$ cat src/rtl/add_sub_pkg.sv
// Shared types and constants for the bit-serial adder/subtractor.
package add_sub_pkg;

  typedef enum logic [1:0] {
    IDLE = 2'd0,
    RUN  = 2'd1,
    DONE = 2'd2
  } state_t;

  localparam logic OP_ADD = 1'b0;
  localparam logic OP_SUB = 1'b1;

endpackage

$ cat src/rtl/fullAdder.sv
// One-bit full adder cell, used as the bit-slice of the serial datapath.
module fullAdder (
  input  logic inA,
  input  logic inB,
  input  logic carryIn,
  output logic sum,
  output logic carryOut
);

  assign sum      = inA ^ inB ^ carryIn;
  assign carryOut = (inA & inB) | (carryIn & (inA ^ inB));

endmodule

$ cat src/rtl/serial_add_sub.sv
// Bit-serial adder/subtractor: one operand bit per clock, LSB first, through a
// single fullAdder slice, with valid/ready request and response handshakes.
module serial_add_sub
  import add_sub_pkg::*;
#(
  parameter int unsigned WIDTH = 8
) (
  input  logic             clk,
  input  logic             rst_n,
  input  logic             startValid,
  output logic             startReady,
  input  logic [WIDTH-1:0] opA,
  input  logic [WIDTH-1:0] opB,
  input  logic             subtract,
  output logic             resValid,
  input  logic             resReady,
  output logic [WIDTH-1:0] result,
  output logic             carryOut,
  output logic             overflow
);

  localparam int unsigned CW = $clog2(WIDTH);
  localparam logic [CW-1:0] LAST = CW'(WIDTH - 1);

  state_t           state_q, state_d;
  logic [CW-1:0]    cnt_q, cnt_d;
  logic [WIDTH-1:0] a_q, a_d;
  logic [WIDTH-1:0] b_q, b_d;
  logic [WIDTH-1:0] res_q, res_d;
  logic             carry_q, carry_d;
  logic             co_q, co_d;
  logic             ovf_q, ovf_d;

  logic             fa_sum;
  logic             fa_cout;

  fullAdder u_fa (
    .inA      (a_q[0]),
    .inB      (b_q[0]),
    .carryIn  (carry_q),
    .sum      (fa_sum),
    .carryOut (fa_cout)
  );

  always_comb begin
    state_d = state_q;
    cnt_d   = cnt_q;
    a_d     = a_q;
    b_d     = b_q;
    res_d   = res_q;
    carry_d = carry_q;
    co_d    = co_q;
    ovf_d   = ovf_q;
    unique case (state_q)
      IDLE: begin
        if (startValid) begin
          // Subtraction is A + ~B + 1: invert B and seed the carry with 1.
          a_d     = opA;
          b_d     = opB ^ {WIDTH{subtract == OP_SUB}};
          carry_d = (subtract == OP_SUB);
          cnt_d   = '0;
          state_d = RUN;
        end
      end
      RUN: begin
        a_d     = a_q >> 1;
        b_d     = b_q >> 1;
        res_d   = {fa_sum, res_q[WIDTH-1:1]};
        carry_d = fa_cout;
        cnt_d   = cnt_q + CW'(1);
        if (cnt_q == LAST) begin
          // carry_q is the carry into the MSB slice on this last bit.
          co_d    = fa_cout;
          ovf_d   = carry_q ^ fa_cout;
          state_d = DONE;
        end
      end
      DONE: begin
        if (resReady) state_d = IDLE;
      end
      default: state_d = IDLE;
    endcase
  end

  always_ff @(posedge clk or negedge rst_n) begin
    if (!rst_n) begin
      state_q <= IDLE;
      cnt_q   <= '0;
      a_q     <= '0;
      b_q     <= '0;
      res_q   <= '0;
      carry_q <= 1'b0;
      co_q    <= 1'b0;
      ovf_q   <= 1'b0;
    end else begin
      state_q <= state_d;
      cnt_q   <= cnt_d;
      a_q     <= a_d;
      b_q     <= b_d;
      res_q   <= res_d;
      carry_q <= carry_d;
      co_q    <= co_d;
      ovf_q   <= ovf_d;
    end
  end

  assign startReady = (state_q == IDLE);
  assign resValid   = (state_q == DONE);
  assign result     = res_q;
  assign carryOut   = co_q;
  assign overflow   = ovf_q;

endmodule

$ cat config.mk
export PLATFORM = sky130hd
export DESIGN_NAME = serial_add_sub
export DESIGN_NICKNAME = d
export VERILOG_FILES = /design/src/rtl/add_sub_pkg.sv /design/src/rtl/fullAdder.sv /design/src/rtl/serial_add_sub.sv
export SDC_FILE = /design/constraint.sdc
export NUM_CORES = 1
export LEC_CHECK = 0
export BUFFER_PORTS_ARGS = -buffer_cell sky130_fd_sc_hd__buf_2
export CAP_MARGIN = 20
export CORE_ASPECT_RATIO = 0.5
export CORE_UTILIZATION = 53
export CTS_BUF_LIST = sky130_fd_sc_hd__clkbuf_4 sky130_fd_sc_hd__clkbuf_8
export DETAILED_ROUTE_END_ITERATION = 12
export PLACE_DENSITY = 0.88
export SLEW_MARGIN = 0
export SYNTH_ARGS = -nofsm -noshare
export SYNTH_HDL_FRONTEND = slang
export SYNTH_SLANG_ARGS = --single-unit
$ cat constraint.sdc
create_clock -name clk -period 1.95 [get_ports clk]
set_input_delay 0.2925 -clock clk [delete_from_list [all_inputs] [get_ports clk]]
set_output_delay 0.2925 -clock clk [all_outputs]
set_load 0.005 [all_outputs]
### Word-level counts from Yosys, hierarchy flattened

Cells that the tools add are included.

| cells by class | value |
|---|---|
| add/subtract/negate cells | 1 |
| equal/unequal tests | 6 |
| muxes and demuxes | 12 |
| bitwise operators | 7 |
| reduce and logical (&&, ||, !) cells | 5 |

Operators by type and width:

| cell | count |
|---|---|
| $pmux 8 s2 | 2 |
| $mux 8 | 2 |
| $xor 8x8->8 | 1 |
| $mux 2 | 3 |
| $pmux 2 s3 | 1 |
| $pmux 3 s2 | 1 |
| $ne 2x2->1 const B | 2 |
| $reduce_and 2->1 | 2 |
| $add 3x1->3 const B | 1 |
| $eq 3x3->1 const B | 1 |
| $mux 3 | 1 |
| $reduce_and 3->1 | 1 |
| $xor 1x1->1 | 3 |
| $and 1x1->1 | 2 |
| $eq 2x1->1 const B | 1 |
| $eq 2x2->1 const B | 1 |
| $logic_not 2->1 | 1 |
| $ne 2x1->1 const B | 1 |
| $pmux 1 s2 | 1 |
| $reduce_bool 2->1 | 1 |
| $mux 1 | 1 |
| $or 1x1->1 | 1 |

| storage, ports and cells | value |
|---|---|
| register bits after elaboration | 32 |
| input port bits | 21 |
| output and inout port bits | 12 |
| word-level logic and storage cells | 39 |

### Depth between registers and ports, before layout

| depth | value |
|---|---|
| depth in word-level cells | 4 |
| gate-level depth with buffers | 5 |
| mapped depth without buffers | 5 |

### Cells and area by module

Synthesis repeated with hierarchy kept, for this count alone.

| second synthesis, totals | value |
|---|---|
| cells, all modules | 133 |
| area total of the unflattened synthesis | 1514.0 um2 |

Modules (own cells, without submodules):

| module | instances | cells each | area an instance (um2) | seq. area each (um2) |
|---|---|---|---|---|
| serial_add_sub | 1 | 132 | 1493.9 | 800.8 |
| fullAdder | 1 | 1 | 20.0 | 0.0 |

### Least setup slack after synthesis

Ideal clock, no wire load.

| timing path | value |
|---|---|
| path kind | register -> register |
| start | register cnt_q[0] |
| end | register co_q, in the netlist carryOut |
| library setup time | 0.125 ns |
| data arrival time | 1.203 ns |
| required time | 1.825 ns |
| path slack | 0.622 ns |
| stages on the path, launching flop included | 5 |
| buffers on the path | 0 |
| clock period less this slack | 1.328 ns |
| path through | dfrtp_1 ha_1 ha_1 nand3b_1 mux2_2 |

| on the way | value |
|---|---|
| cells in the longest elaborated chain, start to end | 2 |

RTL lines:

| element | line | source |
|---|---|---|
| start: declaration | serial_add_sub.sv:26 | `logic [CW-1:0] cnt_q, cnt_d;` |
| start signal: assignment | serial_add_sub.sv:97 | `cnt_q <= cnt_d;` |
| $eq 3x3->1 | serial_add_sub.sv:71 | `if (cnt_q == LAST) begin` |
| $reduce_and 2->1 (no source line) | n/a |  |
| end signal: assignment | serial_add_sub.sv:102 | `co_q <= co_d;` |
| end: declaration | serial_add_sub.sv:31 | `logic co_q, co_d;` |

No other way between the ends.
A chain may end at the register's enable or synchronous reset.

### Worst setup path after layout

| timing path | value |
|---|---|
| start | register state_q[1] |
| end | output resValid |

| on the way | value |
|---|---|
| cells in the longest elaborated chain, start to end | 1 |

RTL lines:

| element | line | source |
|---|---|---|
| start: declaration | serial_add_sub.sv:25 | `state_t state_q, state_d;` |
| start signal: assignment | serial_add_sub.sv:96 | `state_q <= state_d;` |
| $eq 2x2->1 | serial_add_sub.sv:108 | `assign resValid = (state_q == DONE);` |
| end: declaration | serial_add_sub.sv:15 | `output logic resValid,` |

No other way between the ends.

==> metrics <==
max-cap violation count=0; Antenna diodes=0; CTS root buf=clkbuf_8; CTS clk-pin slew, worst paths=0.07 ns; Max IR drop VDD=around 0.68 mV; Die Span X=roughly 77 um; Tcrit/Tclk final=89.7%; initial DRC count=75; post-route ant nets=0; die area=around 3000 um^2; Async S/R FF share, synth=100%; Remaining DRCs=2; vias=between 1k and 1.5k; register area=approximately 800 um^2; Worst Hold Class=primary input to async pin; skew final=roughly 0.0027 ns; register area share after synthesis=54.3%; Synth Area in Simple Gates=10.2%; Synth Instances=around 130; Detailed Routing Iterations Pass 1=9; most common cell after layout, fill and taps aside=buf_2; crit path kind=register to primary output; Filler Cell Count=around 210; Synth Area in XOR/XNOR=about 5.3%; Buffers on Ports=32; initial antenna violation count=0; Die Y=39.3 um; setup_tns=0 ns; share of cells above drive strength 1=roughly a third; largest net degree at the start of global routing=33; Syn Std Cell Area=1470 um^2; first-pass GRT wire length=4730 um; Rel. slew slack=about half; yosys synthesis warning count=0; CTS tree=done; static leakage=roughly 0.86 nW; EDFF count, synth=0; Fmax=0.571 GHz; Avg WL per Cell=14.9 um; # setup viols final=0; Mean Syn Cell Area=~11 um^2; Power Density=approximately 1600 nW/um^2; Post-Place Cells=193; Max Buffers Root-to-Sink=2; Core Footprint=around 2600 um^2; CTS buffer count=5; Worst Path Arrival=between 1 and 1.5 ns; hold buffers post-CTS=0; failing checks=design-rule violations; fin crit period=approximately 1.7 ns; register bit total from synthesis=32; outcome=finished, violations left; multi-input logic area=613 um^2; most frequent cells in the layout=buf_2, dfrtp_1, nand2_1; number of global-route vias before repair=979; Vias/cell=5.55; GP Congestion=approximately 0.79; Net Count, Synth=about 160; Adder-Cell Fraction of Synth Area=about 3.1%; Yosys cell types=27; fin cells=around 200; compound-gate portion of the synthesized area=16.1%; CP Launch Type=register; mux contribution to synthesized area=under 10%; Final Worst Setup Slack=0.200 ns; Core Rows=13; Sink Count=32; final hold violations=0; post-CTS setup repair buffer count=0; Slew Limit Fails=0; DP Worst Slack=0.332 ns; # IOs=33; Worst Tran Pin Value=between 0.7 and 0.8 ns; GRT Util Overall=between 20% and 30%; H-tree depth=2; Nets=~190; Most used DFF post-synth=dfrtp_1; Worst EP required=approximately 1.7 ns; area added between synthesis and finish=20.1%; GRT overflow=0; hpwl dp=around 1900 um; Worst Path Max Fanout=17; drt total wl=about 3000 um; dominant combinational cell family by area after synthesis=compound AO/OA/AOI/OAI gates; Skew-Pair Late Insertion Delay=just under 0.3 ns; Initial Utilization=a little under three fifths; RSZ-0062 raised after global routing=no; nature of the critical path endpoint=primary output
[worst max-delay path: stages (launching register included)]
cell and delay, ns:
dfrtp_2 0.55, clkinv_1 0.33, nor2_1 0.17, buf_2 0.12
[layer usage]
metal | vias up | routed length [um] | track usage (%)
li1 | 523 | - | -
met1 | 549 | 1320 | 28.5
met2 | 39 | 1430 | 35.1
met3 | 5 | 184 | 7.21
met4 | 0 | 52 | 13.9
met5 | - | 0 | 0
[path summary, 6_finish.rpt]
kind | startpoint | end | slack, ns | cells past startpoint
worst max register to register | state_q[0] | a_q[2] | 0.36 | 3
max in group asynchronous | rst_n | state_q[1] | 1.40 | 1
worst max-delay path | state_q[1] | resValid | 0.20 | 3
worst min-delay path | rst_n | result[3] | 0.05 | 1
worst min register to register | a_q[5] | a_q[5] | 0.49 | 2
min in group clk | resReady | state_q[1] | 0.18 | 2
[stage by stage]
stage / hold WS (ns) / cell area, um^2 / util [%] / power [mW]
floorplan: -0.00309 / 1470 / - / 1.81
global placement: 0.367 / 1640 / 62.7 / 2.02
detailed placement: 0.377 / 1640 / 62.7 / 2.08
CTS: 0.0622 / 1770 / 67.6 / 2.79
global route: 0.106 / 1770 / 67.6 / 2.95
finish: 0.0530 / 1770 / 67.6 / 2.78
[sequential cells by signal (all words and copies together), names as in the netlist]
name	cells
carryOut	1
carry_q	1
a_q	8
cnt_q	3
overflow	1
state_q	2
b_q	8
result	8
[synthesized netlist by cell type (all sizes together), types with 3 or more instances]
| library cell | n | area (um^2) |
|---|---|---|
| nand2 | 23 | 86.3 |
| inv | 3 | 11.3 |
| a22oi | 8 | 60.1 |
| nor2b | 4 | 32.5 |
| dfrtp | 32 | 801 |
| xor2 | 8 | 70.1 |
| mux2 | 9 | 101 |
| a32oi | 5 | 43.8 |
| clkbuf | 3 | 11.3 |
| buf | 5 | 33.8 |
| o21ai | 12 | 60.1 |
| nor2 | 3 | 11.3 |
[power breakdown]
group | switching, mW | internal (mW)
logic | 0.425 | 0.472
registers | 0.233 | 0.952
clock network | 0.250 | 0.451
total | 0.908 | 1.87
[area by class of cell]
class,instances,area share [%]
flip-flops and latches,32,45.3
multi-input cells,87,34.6
repair buffers,33,9.47
clock buffers,7,5.44
well taps,37,2.61
clock inverters,1,1.70
inverters,4,0.848
[what timing repair did]
item                                   CTS  global route
setup endpoints to repair                1             0
resized for setup                        1             0
endpoints found under the hold margin    0             0
[kinds of logic (layout without fill, tap and decap cells)]
family	Yosys count	after routing
AOI/OAI and AO/OA	34	34
DFF	32	32
and+or+nand+nor	32	32
buffers and inverters	12	45
xor gates and xnor gates	9	9
muxes	9	9
adders and majority gates	3	3
Note: power is estimated with default switching activity, not from simulation.
